### src/rtl/execute_memory_latch.sv
// execute_memory_latch: EX/MEM pipeline register for the 5-stage MIPS core.
// Captures ALU result, store data and memory/writeback control each enabled
// edge. Store data is pre-masked to the access width, misaligned memory
// accesses are squashed, HALT is latched until reset, and captured
// instructions are counted.
//
// Handshake: there is no valid/ready pair. i_enable acts as a global advance
// strobe from the debug unit: low freezes every register (including the FSM),
// high lets the stage advance by exactly one instruction or bubble.
module execute_memory_latch #(
  parameter int NB_DATA        = 32,
  parameter int NB_REG_ADDRESS = 5,
  parameter int NB_MASK        = 2,
  parameter int NB_COUNTER     = 32
) (
  input  logic                      i_clock,
  input  logic                      i_reset,
  input  logic                      i_enable,
  input  logic                      i_flush,
  input  logic [NB_DATA-1:0]        i_alu_result,
  input  logic [NB_DATA-1:0]        i_store_data,
  input  logic [NB_MASK-1:0]        i_data_mask,
  input  logic                      i_is_unsigned,
  input  logic                      i_mem_write,
  input  logic                      i_mem_to_reg,
  input  logic                      i_reg_write,
  input  logic [NB_REG_ADDRESS-1:0] i_rd,
  input  logic                      i_halt,
  output logic [NB_DATA-1:0]        o_memory_address,
  output logic [NB_DATA-1:0]        o_data_write,
  output logic [NB_MASK-1:0]        o_data_mask,
  output logic                      o_is_unsigned,
  output logic                      o_mem_write,
  output logic                      o_mem_to_reg,
  output logic                      o_reg_write,
  output logic [NB_REG_ADDRESS-1:0] o_rd,
  output logic                      o_halt,
  output logic                      o_misaligned,
  output logic [NB_COUNTER-1:0]     o_instr_count,
  output logic                      o_dbg_state
);

  // Access-size codes; 10 is decoded as a word access.
  localparam logic [NB_MASK-1:0] MASK_BYTE = NB_MASK'(0);
  localparam logic [NB_MASK-1:0] MASK_HALF = NB_MASK'(1);
  localparam logic [NB_MASK-1:0] MASK_WRDA = NB_MASK'(2);
  localparam logic [NB_MASK-1:0] MASK_WORD = NB_MASK'(3);

  typedef enum logic {
    ST_RUN    = 1'b0,
    ST_HALTED = 1'b1
  } state_e;

  state_e                      state_q,         state_d;
  logic [NB_DATA-1:0]          memory_address_q, memory_address_d;
  logic [NB_DATA-1:0]          data_write_q,    data_write_d;
  logic [NB_MASK-1:0]          data_mask_q,     data_mask_d;
  logic                        is_unsigned_q,   is_unsigned_d;
  logic                        mem_write_q,     mem_write_d;
  logic                        mem_to_reg_q,    mem_to_reg_d;
  logic                        reg_write_q,     reg_write_d;
  logic [NB_REG_ADDRESS-1:0]   rd_q,            rd_d;
  logic                        halt_q,          halt_d;
  logic                        misaligned_q,    misaligned_d;
  logic [NB_COUNTER-1:0]       instr_count_q,   instr_count_d;

  logic [NB_DATA-1:0]          store_masked;
  logic                        misaligned_now;

  // Store data masking and alignment check for the incoming instruction.
  always_comb begin
    store_masked   = '0;
    misaligned_now = 1'b0;
    case (i_data_mask)
      MASK_BYTE: store_masked[7:0]  = i_store_data[7:0];
      MASK_HALF: store_masked[15:0] = i_store_data[15:0];
      default:   store_masked       = i_store_data;
    endcase
    if (i_mem_write || i_mem_to_reg) begin
      case (i_data_mask)
        MASK_HALF:            misaligned_now = i_alu_result[0];
        MASK_WORD, MASK_WRDA: misaligned_now = |i_alu_result[1:0];
        default:              misaligned_now = 1'b0;
      endcase
    end
  end

  // Next-state: stall holds, halted/flush loads a bubble, otherwise capture.
  always_comb begin
    state_d          = state_q;
    memory_address_d = memory_address_q;
    data_write_d     = data_write_q;
    data_mask_d      = data_mask_q;
    is_unsigned_d    = is_unsigned_q;
    mem_write_d      = mem_write_q;
    mem_to_reg_d     = mem_to_reg_q;
    reg_write_d      = reg_write_q;
    rd_d             = rd_q;
    halt_d           = halt_q;
    misaligned_d     = misaligned_q;
    instr_count_d    = instr_count_q;

    if (i_enable) begin
      if ((state_q == ST_HALTED) || i_flush) begin
        // Bubble: every payload/control field cleared; sticky flags kept.
        memory_address_d = '0;
        data_write_d     = '0;
        data_mask_d      = '0;
        is_unsigned_d    = 1'b0;
        mem_write_d      = 1'b0;
        mem_to_reg_d     = 1'b0;
        reg_write_d      = 1'b0;
        rd_d             = '0;
      end else begin
        memory_address_d = i_alu_result;
        data_write_d     = store_masked;
        data_mask_d      = i_data_mask;
        is_unsigned_d    = i_is_unsigned;
        rd_d             = i_rd;
        // A misaligned access still travels down the pipe but has no effect.
        mem_write_d      = i_mem_write  & ~misaligned_now;
        mem_to_reg_d     = i_mem_to_reg & ~misaligned_now;
        reg_write_d      = i_reg_write  & ~misaligned_now;
        misaligned_d     = misaligned_q | misaligned_now;
        instr_count_d    = instr_count_q + NB_COUNTER'(1);
        if (i_halt) begin
          halt_d  = 1'b1;
          state_d = ST_HALTED;
        end
      end
    end
  end

  // State register with synchronous active-high reset.
  always_ff @(posedge i_clock) begin
    if (i_reset) begin
      state_q          <= ST_RUN;
      memory_address_q <= '0;
      data_write_q     <= '0;
      data_mask_q      <= '0;
      is_unsigned_q    <= 1'b0;
      mem_write_q      <= 1'b0;
      mem_to_reg_q     <= 1'b0;
      reg_write_q      <= 1'b0;
      rd_q             <= '0;
      halt_q           <= 1'b0;
      misaligned_q     <= 1'b0;
      instr_count_q    <= '0;
    end else begin
      state_q          <= state_d;
      memory_address_q <= memory_address_d;
      data_write_q     <= data_write_d;
      data_mask_q      <= data_mask_d;
      is_unsigned_q    <= is_unsigned_d;
      mem_write_q      <= mem_write_d;
      mem_to_reg_q     <= mem_to_reg_d;
      reg_write_q      <= reg_write_d;
      rd_q             <= rd_d;
      halt_q           <= halt_d;
      misaligned_q     <= misaligned_d;
      instr_count_q    <= instr_count_d;
    end
  end

  assign o_memory_address = memory_address_q;
  assign o_data_write     = data_write_q;
  assign o_data_mask      = data_mask_q;
  assign o_is_unsigned    = is_unsigned_q;
  assign o_mem_write      = mem_write_q;
  assign o_mem_to_reg     = mem_to_reg_q;
  assign o_reg_write      = reg_write_q;
  assign o_rd             = rd_q;
  assign o_halt           = halt_q;
  assign o_misaligned     = misaligned_q;
  assign o_instr_count    = instr_count_q;
  assign o_dbg_state      = state_q;

endmodule

### config.mk
export PLATFORM = sky130hd
export DESIGN_NAME = execute_memory_latch
export DESIGN_NICKNAME = d
export VERILOG_FILES = /design/src/rtl/execute_memory_latch.sv
export SDC_FILE = /design/constraint.sdc
export NUM_CORES = 1
export LEC_CHECK = 0
export ABC_AREA = 1
export ABC_CLOCK_PERIOD_IN_PS = 1600
export CORE_MARGIN = 3
export CORE_UTILIZATION = 53
export CTS_CLUSTER_DIAMETER = 50
export DETAILED_ROUTE_END_ITERATION = 6
export DONT_BUFFER_PORTS = 1
export GPL_TIMING_DRIVEN = 0
export PLACE_DENSITY = 0.71
export RECOVER_POWER = 50
export SYNTH_ARGS = -nofsm -noshare
export SYNTH_HDL_FRONTEND = slang
export SYNTH_SLANG_ARGS = --single-unit
export TNS_END_PERCENT = 10
### constraint.sdc
create_clock -name i_clock -period 1.6 [get_ports i_clock]
set_clock_uncertainty 0.1 [all_clocks]
set_input_delay 0.16 -clock i_clock [delete_from_list [all_inputs] [get_ports i_clock]]
set_output_delay 0.16 -clock i_clock [all_outputs]
set_load 0.01 [all_outputs]
Word level (Yosys, flattened, before mapping)

Cells that the tools add are included.

Bits in registers: 109
Input port bits: 80
Output and inout bits: 110
Word-level logic and storage cells: 41

Add/subtract/negate cells: 1
Equal/unequal tests: 3
Multiplexer cells: 12
Bitwise gates (word level): 6
Reduce and logical (&&, ||, !) cells: 8

Operators with widths:

| cell                                           | number |
|---|---|
| two-way mux 32 bit                             | 2 |
| adder 32 x 1 -> 32 bit (second input constant) | 1 |
| two-way mux 16 bit                             | 1 |
| two-way mux 8 bit                              | 1 |
| OR reduction 2 bit                             | 3 |
| two-way mux 1 bit                              | 5 |
| two-way mux 5 bit                              | 1 |
| == test 2 bit (second input constant)          | 2 |
| bitwise AND 1 bit                              | 3 |
| AND reduction 3 bit                            | 1 |
| == test 2 x 1 -> 1 bit (second input constant) | 1 |
| logical NOT 2 bit                              | 1 |
| logical OR 1 bit                               | 2 |
| two-way mux 2 bit                              | 1 |
| NOT 1 bit                                      | 2 |
| case mux 1 bit (2 select lines)                | 1 |
| AND reduction 2 bit                            | 1 |
| bitwise OR 1 bit                               | 1 |

Depth between registers and ports, before layout

Gate-level depths: netlist of run 1.

Depth in word-level cells: 7
Depth in mapped cells: 9
Gate-level depth less buffers: 9

Worst setup path after synthesis of run 1

OpenSTA, ideal clock, no wires.

Path type: register to register
Start point: register instr_count_q[1], in the netlist o_instr_count[1]
End point: register instr_count_q[18], in the netlist o_instr_count[18]
Library setup time: 115 ps
Data arrival time: 1270 ps
Required time: 1385 ps
Setup slack: 115 ps
Cell stages (with the launch flop): 9
Path buffers: 0
Cell sequence: dfxtp_1 > ha_1 > nand3_2 > nor2_4 > nand2_2 > nor2_4 > nand3_1 > nand2_1 > nor2_1

Word-level cells in the longest chain between the ends: 1

RTL lines:

| element                | line | RTL |
|---|---|---|
| from (decl)            | 65   | `logic [NB_COUNTER-1:0] instr_count_q, instr_count_d;` |
| from (signal assigned) | 161  | `instr_count_q <= instr_count_d;` |
| adder 32 x 1 -> 32 bit | 125  | `instr_count_d = instr_count_q + NB_COUNTER'(1);` |

Every way passes these cells.
A chain may end at the register's enable or synchronous reset.

Final worst setup path of run 1

Start point: register instr_count_q[9], in the netlist o_instr_count[9]
End point: register instr_count_q[26], in the netlist o_instr_count[26]

The elaborated chain is that of the path after synthesis.

==> summary.md, run 1 <==
| Metric | Value |
|---|---|
| Max Freq | 644 MHz |
| Die ar. | 0.00977 mm^2 |
| Final Cycle Share | 97.0% |
| Final nets | 814 |
| Worst EP required | 1800 ps |
| RSZ-0062 raised after global routing | true |
| DR iter-0 viols | 251 |
| Critical path endpoint category | register |
| Horiz. Die Dim | 98.8 um |
| #FFs+latches synth | 109 |
| Initial Util | 55.0% |
| Cell area after synthesis | 0.00457 mm^2 |
| Largest net degree at the start of global routing | 20 |
| First-pass iteration count of the detailed router | 5 |
| CTS sink cnt | 109 |
| Placed cells | 750 |
| Largest area contributor in the synthesized netlist | dfxtp_1 |
| Crit path launch type | register |
| Slew HR | 62.9% |
| Area share of the largest cell type after synthesis | 47.8% |
| # IOs | 190 |
| Slowest stage delay, CP | 400 ps |
| Finished Layout Cells | 844 |
| CP max stage cell | dfxtp_2 |
| Setup CP Type | reg2reg |
| Synthesized instance count | 645 |
| Part of the Yosys area used for sequential elements | 47.8% |
| CP dominant cell by count | nand2_1 |
| Total gr overflow | 0 |
| CP Max Fanout | 4 |
| First-pass GRT wire length | 21.6 mm |
| Pins Over Slew Limit | 0 |
| Arrival time of the worst setup path | 1750 ps |
| GRT Util Overall | 27.0% |
| Avg WL per Cell | 16.3 um |
| Worst-Margin Slew | 557 ps |
| Synth Flop Type | dfxtp_1 |
| Top Family by Delay on Critical Path | simple AND/OR/NAND/NOR gates |
| Clock buffer count from CTS | 9 |
| Crit path cell chain | nand2_1 > nor2_2 > nand2_1 > nor2_1 > nand3b_1 > nand2_1 > nand2_1 > nor2_1 |
| P_leak | 0.00209 uW |
| Row cnt | 33 |
| Core area | 0.00830 mm^2 |
| Vias per cell | 5.50 |
| Layout cells sized above 1 | 11.8% |
| Worst path buffer plus inverter count | 0 |
| Initial antenna violation count | 1 |
| Run status | complete, no violations |
| Commonest cells in the synthesized netlist | 207 x nand2_1, 109 x dfxtp_1, 88 x a21oi_1 |
| Clock Latency Late Sink | 360 ps |
| Top cells by area, synth | dfxtp_1 48%, nand2_1 17%, a21oi_1 9.6%, nand3_1 6.1%, nor2_1 4.9% |
| HPWL Detailed | 9.49 mm |
| Post-layout util | 69.5% |
| Max Root-Sink Buffers | 2 |
| Area delta synth->final | 26.3% |
| # setup viols final | 0 |
| Worst-path clk slew | 110 ps |
| Post-synth EDFFs | 0 |
| CTS tree | yes |
| Die height | 98.8 um |
| VDD IR max | 0.524 mV |
| Hold WC Path Type | in2reg |
| Warnings from Yosys | 0 |
| Number of global-route vias before repair | 4388 |
| Syn Nets | 726 |
| H-tree Lvls | 3 |
| Tmin final | 1550 ps |
| Yosys cell types | 28 |
| Vias | 4638 |
| # DRC | 0 |
| FFs w/ async S/R, synth | 0% |
| Final hold viol count | 0 |
| Pwr dens | 850 mW/mm^2 |
| Avg Inst Size Synth | 7.08 um^2 |
| Hold_ws | 72.7 ps |
| Root buffer cell | clkbuf_8 |
| Max-cap violations | 0 |
| RePlAce Congestion | 0.936 |
| Total wire length | 13.8 mm |
| Final ANT Viol Nets | 0 |
| Port Buffers | 0 |
| Most numerous cell in the Yosys netlist | nand2_1 |
## metal layers
metal	global-route usage [%]	routed length [um]
met5	0	0
met1	32.1	5480
met2	45.6	6560
met3	9.41	1400
met4	8.82	318
## kinds of logic after synthesis
family / Yosys count / share of synthesized area [%]
flops: 109 / 47.8
fa+ha+maj: 1 / 0.274
xor+xnor: 2 / 0.384
compound gates: 102 / 11.4
buf+inv: 75 / 6.71
simple gates: 356 / 33.4
## power by group
group | switching [uW] | internal [uW]
Clock | 964 | 596
Combinational | 254 | 218
Sequential | 91.6 | 2780
## what timing repair did
action / CTS / global route
gates resized for setup: 9 / 36
hold buffers: 75 / 0
buffers inserted: 0 / 2
pin swaps: 0 / 4
setup endpoints to repair: 29 / 53
hold endpoints to repair: 75 / 0
## final timing paths
kind | to | from | slack [ps] | cells after the start
max | o_instr_count[26] | o_instr_count[9] | 50 | 8
min | o_data_write[16] | i_data_mask[1] | 70 | 3
max reg2reg | o_instr_count[26] | o_instr_count[9] | 50 | 8
min reg2reg | o_instr_count[6] | o_instr_count[6] | 420 | 2
## cells in the final DEF, fill, tap and decap left out, drive strengths merged
master / count
xor2: 2
nand3: 59
clkinvlp: 1
clkinv: 2
nor3: 7
a21oi: 88
nand2: 211
nor3b: 1
dfxtp: 109
nand4: 4
o21a: 1
clkbuf: 24
dlygate4sd3: 75
buf: 21
a22oi: 1
diode: 1
nand3b: 1
o21bai: 3
nor2: 72
o21ai: 9
nor2b: 1
inv: 45
ha: 1
## cell type report
type                    count  area (um^2)
diodes                      1         2.50
clock buffers              10          128
plain buffers              33          160
multi-input cells         461         2140
inverters                  42          163
well taps                 105          131
repair buffers             77          778
fillers                   672         2530
flip-flops and latches    109         2220
clock inverters             6         53.8
## worst register-to-register path, stage by stage, from the launching register on
cell      delay (ps)
dfxtp_2          400
nand2_1          120
nor2_2           180
nand2_1          120
nor2_1           210
nand3b_1         150
nand2_1           80
nand2_1           40
nor2_1            80
## metrics by stage
step | setup slack [ps] | area [um^2] | power [uW] | TNS (ps)
finish | 48.3 | 5770 | 4900 | 0
CTS | -22.9 | 5650 | 4910 | -24.9
global placement | -95.0 | 4700 | 3210 | -702
detailed placement | -150 | 4700 | 3220 | -1590
floorplan | 115 | 4570 | 3130 | 0
global route | -62.0 | 5770 | 5110 | -178
(Power assumes the default switching activity.)
==> run 2: changes to the inputs <==
Settings changed: MAX_ROUTING_LAYER set to met4.
==> run 2 against run 1 <==
Wire length rose by 0.25%. Via count hardly changed. Global-route usage up 0.76 points. Critical endpoint unchanged. Non-clock buffer count did not move. Highest routed layer unchanged.
==> summary.md, run 2 (synthesis results as in run 1) <==
| Metric | Value |
|---|---|
| Avg WL per Cell | 16.3 um (+0.25%) |
| First-pass iteration count of the detailed router | 5 (unchanged) |
| # IOs | 190 (unchanged) |
| Worst-path clk slew | 110 ps (about the same) |
| Horiz. Die Dim | 98.8 um (unchanged) |
| Slowest stage delay, CP | 400 ps (about the same) |
| Design area | 0.00577 mm^2 (unchanged) |
| Port Buffers | 0 (unchanged) |
| Vias per cell | 5.50 (about the same) |
| Row cnt | 33 (unchanged) |
| Worst EP required | 1800 ps (about the same) |
| RR Startpoint | o_instr_count[9] |
| Fillers | 672 (unchanged) |
| First-pass GRT wire length | 21.5 mm (about the same) |
| Total wire length | 13.8 mm (+0.25%) |
| Reg2reg end | o_instr_count[26] |
| Run status | complete, no violations |
| R2R cell count | 8 (unchanged) |
| Final ANT Viol Nets | 0 (unchanged) |
| Die height | 98.8 um (unchanged) |
| Hold WC Path Type | in2reg |
| Initial Util | 55.0% (unchanged) |
| Die ar. | 0.00977 mm^2 (unchanged) |
| Largest net degree at the start of global routing | 20 (unchanged) |
| Max Freq | 635 MHz (-1.4%) |
| Area delta synth->final | 26.3% (unchanged) |
| Crit path cell chain | nand2_1 > nor2_2 > nand2_1 > nor2_1 > nand3b_1 > nand2_1 > nand2_1 > nor2_1 |
| Critical path endpoint category | register |
| Start point of the critical path | o_instr_count[9] |
| Register area | 0.00222 mm^2 (unchanged) |
| Setup slack, reg-to-reg | 30 ps (-20 ps) |
| CP max stage cell | dfxtp_2 |
| CTS sink cnt | 109 (unchanged) |
| RePlAce Congestion | 0.952 (+1.8%) |
| Most common cell after layout, fill and taps aside | nand2_1 |
| # DRC | 0 (unchanged) |
| Finished Layout Cells | 844 (unchanged) |
| Core area | 0.00830 mm^2 (unchanged) |
| Final Cycle Share | 98.4% (+1.4 points) |
| Most frequent cells in the layout | 207 x nand2_1, 88 x a21oi_1, 88 x dfxtp_1 |
| Max Root-Sink Buffers | 2 (unchanged) |
| Clock buffer count from CTS | 9 (unchanged) |
| Max-cap violations | 0 (unchanged) |
| Hold path depth | 3 (unchanged) |
| Pins Over Slew Limit | 0 (unchanged) |
| Number of global-route vias before repair | 4384 (-0.091%) |
| Initial antenna violation count | 1 (unchanged) |
| RSZ-0062 raised after global routing | true |
| CP Max Fanout | 4 (unchanged) |
| Final setup margin | 26.0 ps (-22.3 ps) |
| Hold Path End | o_data_write[16] |
| Footprint of the multi-input gates | 0.00214 mm^2 (unchanged) |
| Total gr overflow | 0 (unchanged) |
| CP dominant cell by count | nand2_1 |
| Worst slack, placed | -150 ps (unchanged) |
| CTS tree | yes |
| Setup CP Type | reg2reg |
| Layout cells sized above 1 | 11.8% (unchanged) |
| Final nets | 814 (unchanged) |
| P_leak | 0.00209 uW (unchanged) |
| VDD IR max | 0.526 mV (+0.43%) |
| Vias | 4642 (+0.086%) |
| Slew HR | 61.7% (-1.2 points) |
| # setup viols final | 0 (unchanged) |
| Root buffer cell | clkbuf_8 |
| Post-layout util | 69.5% (unchanged) |
| GRT Util Overall | 27.8% (+0.76 points) |
| Worst-Margin Slew | 575 ps (+18.2 ps) |
| Pwr dens | 851 mW/mm^2 (+0.14%) |
| DR iter-0 viols | 239 (-4.8%) |
| Tmin final | 1570 ps (+22.3 ps) |
| HP Start | i_data_mask[1] |
| Clock Latency Late Sink | 360 ps (about the same) |
| Area after DPL | 0.00470 mm^2 (unchanged) |
| H-tree Lvls | 3 (unchanged) |
| Arrival time of the worst setup path | 1770 ps (+20 ps) |
| HPWL Detailed | 9.49 mm (unchanged) |
| Crit path launch type | register |
| Final hold viol count | 0 (unchanged) |
| Placed cells | 750 (unchanged) |
==> run 2: power by group <==
group / leakage, uW / switching [uW] / internal (uW)
clock: 0.0000894 / 971 / 596
sequential: 0.000896 / 91.9 / 2780
combinational: 0.00110 / 253 / 218
total: 0.00209 / 1320 / 3590
==> run 2: final cells by class <==
class | count | share of cell area, %
flip-flops and latches | 109 | 38.4
clock inverters | 6 | 0.933
repair buffers | 77 | 13.5
multi-input cells | 461 | 37.0
clock buffers | 10 | 2.21
inverters | 42 | 2.82
plain buffers | 33 | 2.78
well taps | 105 | 2.28
diodes | 1 | 0.0434
==> run 2: through the flow <==
step,power (uW),hold WS [ps],TNS (ps)
final,4910,65.5,0
after global routing,5110,75.2,-174
after CTS,4910,72.0,-24.9
after detailed placement,3220,211,-1590
after global placement,3210,207,-702
after floorplan,3130,204,0
==> run 2: what timing repair did <==
action | in CTS | in global routing
setup buffers | 0 | 2
endpoints found under the setup margin | 29 | 51
hold buffers | 75 | 0
resized for setup | 9 | 36
endpoints found under the hold margin | 75 | 0
pin swaps | 0 | 4
==> run 2: layer usage <==
layer	global-route usage [%]	part of all wire, %
met5	-	0
met4	9.14	2.3
met3	7.78	9.8
met2	45.7	48
met1	32.8	40
==> run 2: how the worst max path moves through the flow <==
stage,to,slack [ps],cells past startpoint
after floorplan,o_instr_count[18],110,8
after global placement,o_instr_count[26],-100,8
after detailed placement,o_instr_count[30],-150,8
after CTS,o_instr_count[26],-20,8
after global routing,o_instr_count[15],-60,9
final,o_instr_count[26],30,8
==> run 2: critical path, delay by kind of cell (launching register included) <==
kind          cells  cell delay (ps)
simple gates      8             1000
flops             1              400
